==> src/rtl/uart_pkg.sv <==
// Shared types and helpers for the configurable UART receiver.
package uart_pkg;

  typedef enum logic [1:0] {
    PARITY_NONE = 2'd0,
    PARITY_EVEN = 2'd1,
    PARITY_ODD  = 2'd2
  } parity_t;

  typedef enum logic [2:0] {
    IDLE,
    START,
    DATA,
    PARITY,
    STOP
  } rx_state_t;

  function automatic int prescaler(input longint clk_hz, input longint baud);
    return int'(clk_hz / baud);
  endfunction

endpackage

==> src/rtl/uart_rx_sync.sv <==
// rxd synchroniser, 3-sample history with majority vote and
// falling-edge detect; every flop resets to the idle-high level.
module uart_rx_sync (
  input  logic clk,
  input  logic rst,
  input  logic rxd,
  output logic bit_voted,
  output logic fall
);
  import uart_pkg::*;

  logic       s1;
  logic       s2;
  logic [2:0] hist;

  always_ff @(posedge clk) begin
    if (rst) begin
      s1   <= 1'b1;
      s2   <= 1'b1;
      hist <= 3'b111;
    end else begin
      s1   <= rxd;
      s2   <= s1;
      hist <= {hist[1:0], s2};
    end
  end

  assign bit_voted = (hist[0] & hist[1]) |
                     (hist[0] & hist[2]) |
                     (hist[1] & hist[2]);

  // hist[0] is the previous synced bit
  assign fall = hist[0] & ~s2;

endmodule

==> src/rtl/uart_rx_cfg.sv <==
// Configurable UART receiver: width, parity and stop bits set by
// parameters, mid-bit majority sampling, parity/framing flags.
module uart_rx_cfg #(
  parameter int DATA_WIDTH  = 8,
  parameter int CLK_FREQ_HZ = 100_000_000,
  parameter int BAUDRATE    = 115200,
  parameter int PARITY      = 0,
  parameter int STOP_BITS   = 1
) (
  input  logic                  clk,
  input  logic                  rst,
  input  logic                  rxd,
  output logic [DATA_WIDTH-1:0] data,
  output logic                  valid,
  output logic                  parity_err,
  output logic                  frame_err,
  output logic                  busy
);
  import uart_pkg::*;

  localparam int PRESCALER = prescaler(CLK_FREQ_HZ, BAUDRATE);
  localparam int CW = $clog2(PRESCALER);
  localparam int IW = $clog2(DATA_WIDTH);
  localparam logic [CW-1:0] MID = CW'(PRESCALER / 2);
  localparam logic [CW-1:0] TOP = CW'(PRESCALER - 1);
  localparam logic [IW-1:0] LAST = IW'(DATA_WIDTH - 1);
  localparam logic [IW-1:0] LAST_STOP = IW'(STOP_BITS - 1);

  if (PRESCALER < 4) begin : g_bad_prescaler
    $error("uart_rx_cfg: PRESCALER must be >= 4");
  end
  if (PARITY < 0 || PARITY > 2) begin : g_bad_parity
    $error("uart_rx_cfg: PARITY must be 0, 1 or 2");
  end
  if (STOP_BITS < 1 || STOP_BITS > 2) begin : g_bad_stop
    $error("uart_rx_cfg: STOP_BITS must be 1 or 2");
  end
  if (DATA_WIDTH < 5 || DATA_WIDTH > 16) begin : g_bad_width
    $error("uart_rx_cfg: DATA_WIDTH must be 5..16");
  end

  logic                  voted;
  logic                  fall;
  rx_state_t             state;
  logic [CW-1:0]         cnt;
  logic [IW-1:0]         idx;
  logic [DATA_WIDTH-1:0] shreg;
  logic                  pbit;
  logic                  ferr_acc;
  logic                  mid;
  logic                  xr;
  logic                  par_bad;

  uart_rx_sync u_sync (
    .clk       (clk),
    .rst       (rst),
    .rxd       (rxd),
    .bit_voted (voted),
    .fall      (fall)
  );

  assign mid  = (cnt == MID);
  assign xr   = (^shreg) ^ pbit;
  assign busy = (state != IDLE);

  always_comb begin
    par_bad = 1'b0;
    if (PARITY == 1) par_bad = xr;
    else if (PARITY == 2) par_bad = ~xr;
  end

  always_ff @(posedge clk) begin
    if (rst) begin
      state      <= IDLE;
      cnt        <= '0;
      idx        <= '0;
      shreg      <= '0;
      pbit       <= 1'b0;
      ferr_acc   <= 1'b0;
      data       <= '0;
      valid      <= 1'b0;
      parity_err <= 1'b0;
      frame_err  <= 1'b0;
    end else begin
      valid <= 1'b0;
      if (state == IDLE) cnt <= '0;
      else cnt <= (cnt == TOP) ? '0 : cnt + 1'b1;
      unique case (state)
        IDLE: begin
          if (fall) begin
            state <= START;
            cnt   <= '0;
          end
        end
        START: begin
          if (mid) begin
            if (voted) begin
              state <= IDLE;
            end else begin
              state <= DATA;
              idx   <= '0;
            end
          end
        end
        DATA: begin
          if (mid) begin
            shreg[idx] <= voted;
            if (idx == LAST) begin
              idx      <= '0;
              ferr_acc <= 1'b0;
              state    <= (PARITY != 0) ? uart_pkg::PARITY : STOP;
            end else begin
              idx <= idx + 1'b1;
            end
          end
        end
        uart_pkg::PARITY: begin
          if (mid) begin
            pbit  <= voted;
            state <= STOP;
          end
        end
        STOP: begin
          if (mid) begin
            if (idx == LAST_STOP) begin
              data       <= shreg;
              parity_err <= par_bad;
              frame_err  <= ferr_acc | ~voted;
              valid      <= 1'b1;
              idx        <= '0;
              state      <= IDLE;
            end else begin
              ferr_acc <= ferr_acc | ~voted;
              idx      <= idx + 1'b1;
            end
          end
        end
        default: state <= IDLE;
      endcase
    end
  end

endmodule

==> config.mk <==
export PLATFORM = sky130hd
export DESIGN_NAME = uart_rx_cfg
export DESIGN_NICKNAME = d
export VERILOG_FILES = /design/src/rtl/uart_pkg.sv /design/src/rtl/uart_rx_sync.sv /design/src/rtl/uart_rx_cfg.sv
export SDC_FILE = /design/constraint.sdc
export NUM_CORES = 1
export LEC_CHECK = 0
export CAP_MARGIN = 10
export CORE_ASPECT_RATIO = 1.4
export CORE_MARGIN = 4
export CORE_UTILIZATION = 57
export CTS_CLUSTER_DIAMETER = 80
export DETAILED_ROUTE_END_ITERATION = 10
export PLACE_DENSITY = 0.76
export SLEW_MARGIN = 20
export SYNTH_ARGS = -nofsm -noshare
export SYNTH_HDL_FRONTEND = slang
export SYNTH_SLANG_ARGS = --single-unit
==> constraint.sdc <==
create_clock -name clk -period 2.11 [get_ports clk]
set_clock_uncertainty 0.15 [all_clocks]
set_input_delay 0.5275 -clock clk [delete_from_list [all_inputs] [get_ports clk]]
set_output_delay 0.5275 -clock clk [all_outputs]
set_load 0.01 [all_outputs]
==> results of run 1 <==
final timing paths:
| kind | cells after the start | startpoint | to |
|---|---|---|---|
| min | 1 | u_sync.s1 | u_sync.s2 |
| min reg2reg | 1 | u_sync.s1 | u_sync.s2 |
| max | 2 | state[1] | busy |
| max reg2reg | 6 | cnt[0] | state[0] |
power groups by stage:
stage | sequential [uW] | clock, uW | combinational, uW
floorplan | 780 | 0 | 26.6
global placement | 779 | 0 | 38.9
detailed placement | 779 | 0 | 40.4
CTS | 761 | 524 | 39.9
global route | 762 | 554 | 43.9
finish | 762 | 510 | 39.4
per-stage QoR:
step           total power [uW]  utilization  cell area [sq um]
6_report                   1310        0.681               2130
5_1_grt                    1360        0.681               2130
4_1_cts                    1330        0.678               2120
3_5_place_dp                820        0.649               2030
3_3_place_gp                818        0.649               2030
2_1_floorplan               807            -               1850
cell usage in the layout, fill, tap and decap left out, types with 2 or more instances in the layout:
master            n
nor2b_1           2
nand4_1           7
xor2_1            6
ha_1              5
o21ai_0          15
clkbuf_8          6
or3_1             7
nand2_1          10
clkinv_2          2
nor3_1            2
nand4_2           2
and4_1            2
nand3_1          13
and4bb_1          2
xnor2_1           3
o31ai_1           2
buf_4             7
nor2_1           15
and3_1            3
dfxtp_1          39
mux2i_1           5
or2_2             5
nand2b_1          4
a21oi_1          18
or4_1             2
inv_1             5
clkdlybuf4s50_1  12
kinds of logic (layout without fill, tap and decap cells):
group | count (synthesis) | in the layout | share of synthesized area
mux | 5 | 5 | 0.0270
buf+inv | 17 | 34 | 0.0426
simple gates | 83 | 83 | 0.274
other cells | 1 | 1 | 0.00203
xor+xnor | 9 | 9 | 0.0426
flops | 40 | 40 | 0.432
compound gates | 45 | 45 | 0.145
fa+ha+maj | 5 | 5 | 0.0338
metal layers:
layer | track usage | up-vias | part of all wire
met1 | 0.208 | 718 | 0.41
met5 | 0 | - | 0
met2 | 0.362 | 26 | 0.54
met4 | 0.0765 | 0 | 0.016
li1 | - | 765 | -
met3 | 0.0356 | 5 | 0.034
cell type report:
type,count,area [sq um]
fill,260,997
multi-input combinational,148,978
clock inverter,2,10.0
sequential,40,802
tap,39,48.8
inverter,6,22.5
timing repair buffer,20,181
clock buffer,6,82.6
worst register-to-register path, delay by kind of cell (launching register included):
kind / cells / cell delay [ns]
AO/OA/AOI/OAI: 2 / 0.62
flip-flops: 1 / 0.35
buffers and inverters: 1 / 0.07
adder cells (fa/ha/maj): 1 / 0.14
AND/OR/NAND/NOR: 2 / 0.45
registers in the layout, summed over array words and instances, names as in the netlist:
name         cells
data             8
idx              3
u_sync.hist      3
u_sync.s1        1
cnt             10
ferr_acc         1
frame_err        1
valid            1
state            3
shreg            8
u_sync.s2        1
repair_timing:
action                     CTS  global route
pin swaps                    0             0
setup endpoints to repair    1             1
gates resized for setup      1             2
==> out/qor.yml, run 1 <==
sta:
  worst_slack_ns: 0.110
  finalSetupViolCount: 0
  period_share: 0.948
  max_freq_ghz: 0.500
  relSlewSlack: 0.572
  worst_pin_slew_ns: 0.643
  rsz0062_at_grt: "false"
  setup_tns_ns: 0
  period_minus_slack_ns: 2.00
  report.final.slew_viol_count: 0
  whs_ns: 0.265
  finalHoldViolCount: 0
placement:
  port_buffers: 13
  place_ws_ns: 0.102
  post-place-cells: 253
  place.gp.congestion: 0.829
  dp_hpwl_um: 2740
power:
  p_int_uw: 1030
  p_clk_frac: 0.389
  worst_ir_drop_vdd_uv: 498
  netSwitchingFraction: 0.211
  p_leak_uw: 0.000756
  power_density_nw_per_um2: 617
  p_seq_frac: 0.581
  p_comb_frac: 0.030
  power.net_switching_uw: 277
route:
  ant_nets: 0
  wire_per_inst_um: 14.0
  firstDrtPassIters: 4
  drt_iter0_markers: 35
  viasPerCell: 5.80
  via_count: 1514
  routed_wl_um: 3660
  post-route-drc-count: 0
clocking:
  cts_setup_buffers: 0
  clkTransAtPathRegs_ns: 0.07
  clockRootBuffer: "clkbuf_8"
  clk_latency_ns: 0.29
  clock-sinks: 40
  cts_made_buffers: 5
  htreeDepth: 2
  clockBufferDepth: 2
  tritoncts: "built"
  hold_buffers: 0
critical_path:
  cp_slowest_stage_delay_ns: 0.42
  worst-path-buf-inv: 1
  startpoint_type: "flop"
  cp_top_family: "simple AND/OR/NAND/NOR gates"
  critical_path_peak_fanout: 3
  end_kind: "output port"
  cp.arrival_ns: 1.32
  crit_type: "flop to output port"
  crit_chain: "or3_1, dlygate4sd2_1"
  slowest_stage: "or3_1"
  r2r_slack_ns: 0.23
  cp.required_ns: 1.43
synth:
  postSynthCellCount: 205
  ys_warn_count: 0
  ys.flop_type: "dfxtp_1"
  avgSynthCellArea_sq_um: 9.03
  synth_top_cell_by_area: "dfxtp_1"
  synth_common_cells: "dfxtp_1, a21oi_1, nor2_1, o21ai_0, nand3_1"
  ys_seq_elements: 40
  synth_top_area_share: 0.432
  synth_edf_count: 0
  synth_nets: 213
  synth_area_sq_um: 1850
  async_flop_share: 0
  yosysSeqAreaShare: 0.432
  yosysMostFrequentCell: "dfxtp_1"
  synth_cell_type_count: 45
  synthTopCellsByArea: "dfxtp_1, a21oi_1, o21ai_0, nand3_1, ha_1"
floorplanning:
  coreArea_sq_um: 3120
  die_w_um: 56.2
  pin_count: 15
  die_y_um: 75.4
  start_util: 0.593
  dieArea_sq_um: 4240
  rows: 24
finish:
  nNetsFinal: 229
  drive_gt1_frac: 0.131
  antenna_cells: 0
  instances_no_fill: 261
  syn_to_final_growth_pct: 14.8
grt:
  antenna_found_initial: 0
  grt_pass1_vias: 1440
  grt_first_pass_wirelength_um: 6330
  grt_remaining_overflow: 0
  track_usage: 0.190
  grt_max_degree: 26
flow_run:
  drv_cap: 0
min_path:
  hp-class: "flop to flop"
status:
  status: "completed"
No activity file was read; power rests on OpenSTA's default activity.
==> run 2, diff against run 1 <==
--- a/config.mk
+++ b/config.mk
@@ -8,10 +8,10 @@
 export CAP_MARGIN = 10
 export CORE_ASPECT_RATIO = 1.4
 export CORE_MARGIN = 4
-export CORE_UTILIZATION = 57
+export CORE_UTILIZATION = 61
 export CTS_CLUSTER_DIAMETER = 80
 export DETAILED_ROUTE_END_ITERATION = 10
-export PLACE_DENSITY = 0.76
+export PLACE_DENSITY = 0.81
 export SLEW_MARGIN = 20
 export SYNTH_ARGS = -nofsm -noshare
 export SYNTH_HDL_FRONTEND = slang
==> constraint.sdc (replaced) <==
create_clock -name clk -period 2.57 [get_ports clk]
set_clock_uncertainty 0.15 [all_clocks]
set_input_delay 0.6425 -clock clk [delete_from_list [all_inputs] [get_ports clk]]
set_output_delay 0.6425 -clock clk [all_outputs]
set_load 0.01 [all_outputs]
==> run 2 against run 1 <==
  * Die area down 5.8%
  * Worst hold slack better by 0.00056 ns
  * Clock-buffer cell count grew 1
  * Sequential power is 18% lower
  * Combinational power decreased by 17%
  * Sequential share of layout area up 0.44 points
  * Non-clock buffer count shrank 3
  * Power fell by 16%
  * Flip-flop and latch count is the same
  * Global-route usage increased by 3.7 points
  * Utilization grew 4.8 points
  * First-iteration DRC count decreased by 31%
  * Critical path type unchanged
  * Critical endpoint unchanged
==> out/qor.yml, run 2 (synthesis results as in run 1) <==
critical_path:
  cp.required_ns: 1.78  # +0.35 ns
  rr_worst_depth: 6  # unchanged
  worst-path-buf-inv: 1  # unchanged
  r2r_slack_ns: 0.49  # +0.26 ns
  reg2reg_from: "idx[1]"
  cp_top_family: "buffers and inverters"
  slowest_stage: "clkdlybuf4s50_1"
  startpoint_type: "flop"
  cp.arrival_ns: 1.65  # +0.33 ns
  crit_chain: "or3_1, clkdlybuf4s50_1"
  rr_endpoint: "state[0]"
  cp.depth: 2  # unchanged
  crit_type: "flop to output port"
  cp_slowest_stage_delay_ns: 0.50  # +0.08 ns
  critical_path_peak_fanout: 11  # +8
  end_kind: "output port"
grt:
  busiest_layer: "met2"
  grt_first_pass_wirelength_um: 6620  # +4.6%
  antenna_found_initial: 0  # unchanged
  grt_max_degree: 26  # unchanged
  track_usage: 0.226  # +0.0365
  grt_pass1_vias: 1505  # +4.5%
  grt_remaining_overflow: 0  # unchanged
  use_met3: 0.0593  # +0.0237
  grtUsageMet1: 0.247  # +0.0386
  groute.layer.met2.usage: 0.395  # +0.0340
clocking:
  clockBufferDepth: 2  # unchanged
  clock-sinks: 40  # unchanged
  clkTransAtPathRegs_ns: 0.07  # about the same
  cts_made_buffers: 5  # unchanged
  tritoncts: "built"
  post_cts_resized: 0  # -1
  hold_buffers: 0  # unchanged
  htreeDepth: 2  # unchanged
  clockRootBuffer: "clkbuf_8"
  cts_setup_buffers: 0  # unchanged
  clk_latency_ns: 0.28  # about the same
floorplanning:
  pin_count: 15  # unchanged
  die_w_um: 54.6  # -2.9%
  coreArea_sq_um: 2880  # -7.9%
  dieArea_sq_um: 3990  # -5.8%
  die_y_um: 73.2  # -3.0%
  rows: 23  # -4.2%
  start_util: 0.643  # +0.0505
finish:
  nFillCells: 224  # -14%
  regMostFlops: "cnt"
  drive_gt1_frac: 0.106  # -0.0251
  finalCoreUtilization: 0.729  # +0.0484
  register_area_sq_um: 801  # -0.16%
  largest_reg_flops: 10  # unchanged
  syn_to_final_growth_pct: 13.3
  layout_commonest_cell: "dfxtp_1"
  fin_area_sq_um: 2100  # -1.3%
  layout_common_cells: "dfxtp_1, a21oi_1, o21ai_0, nor2_1"
  nNetsFinal: 226  # -1.3%
  reg_top3: "cnt: 10 flops, data: 8 flops, shreg: 8 flops"
  antenna_cells: 0  # unchanged
  multi_input_area_sq_um: 972  # -0.64%
route:
  ant_nets: 0  # unchanged
  via_count: 1560  # +3.0%
  routed_wl_um: 3870  # +5.7%
  post-route-drc-count: 0  # unchanged
  viasPerCell: 6.12  # +5.5%
  firstDrtPassIters: 5  # +1
  wire_per_inst_um: 15.2  # +8.1%
  drt_iter0_markers: 24  # -31%
placement:
  placed_cell_area_sq_um: 2000  # -1.2%
  place_ws_ns: 0.454  # +0.352 ns
  place.gp.congestion: 0.853  # +2.9%
  dp_hpwl_um: 2780  # +1.2%
  port_buffers: 13  # unchanged
power:
  worst_ir_drop_vdd_uv: 401  # -19%
  power_density_nw_per_um2: 523  # -15%
  p_total_uw: 1100  # -16%
  p_int_uw: 875  # -15%
  p_seq_frac: 0.571  # -0.010
  netSwitchingFraction: 0.203  # -0.00772
  p_clk_frac: 0.399  # +0.010
  power.net_switching_uw: 223  # -19%
  p_leak_uw: 0.000734  # -2.9%
  p_comb_frac: 0.030  # about the same
min_path:
  hp-class: "flop to flop"
  min_from: "u_sync.s1"
  hold_depth: 1  # unchanged
  worstHoldEndpoint: "u_sync.s2"
sta:
  finalHoldViolCount: 0  # unchanged
  period_minus_slack_ns: 2.45
  finalSetupViolCount: 0  # unchanged
  relSlewSlack: 0.577  # +0.00570
  max_freq_ghz: 0.409
  worst_slack_ns: 0.124  # +0.0142 ns
  report.final.slew_viol_count: 0  # unchanged
  worst_pin_slew_ns: 0.634  # -0.00855 ns
  period_share: 0.952
  setup_tns_ns: 0  # unchanged
  rsz0062_at_grt: "false"
flow_run:
  drv_cap: 0  # unchanged
status:
  status: "completed"
-- run 2: changes by cell type in the layout (fill, tap and decap cells not counted), sizes merged --
cell           change
buf                -3
clkinv             -2
clkbuf             +1
clkdlybuf4s50      +1
dlygate4sd2        -1
-- run 2: worst max path at each step --
stage	from	to	slack, ns
2_1_floorplan	idx[1]	state[0]	0.79
3_3_place_gp	state[1]	busy	0.48
3_5_place_dp	state[1]	busy	0.45
4_1_cts	state[1]	busy	0.13
5_1_grt	state[1]	busy	0.05
6_report	state[1]	busy	0.12
-- run 2: power by group through the flow --
stage | registers, uW | clock network (uW) | logic [uW]
CTS | 627 | 446 | 32.2
detailed placement | 642 | 0 | 31.8
global placement | 641 | 0 | 30.5
finish | 627 | 438 | 32.7
global route | 627 | 478 | 35.8
floorplan | 641 | 0 | 21.8
-- run 2: worst reg2reg max path: stages, from the launching register on --
cell      delay [ns]
dfxtp_1         0.51
inv_1           0.10
ha_1            0.19
nor2b_1         0.17
o22ai_1         0.33
a22oi_1         0.22
a221oi_1        0.32
-- run 2: final cells by class --
cell class,count,share of cell area
multi-input combinational,148,0.463
timing repair buffer,17,0.0763
inverter,6,0.0107
clock buffer,7,0.0459
tap,37,0.0221
sequential,40,0.382
-- run 2: through the flow --
step                      hold WS (ns)  std cells
after floorplan                  0.239        205
after global placement           0.245        248
after detailed placement         0.252        248
after CTS                        0.271        255
after global routing             0.288        255
final                            0.265        255
-- run 2: routing by layer --
layer  vias to the layer above  share of wire
li1                        763              -
met1                       737           0.39
met2                        46           0.53
met3                        14          0.056
met4                         0          0.028
met5                         -              0
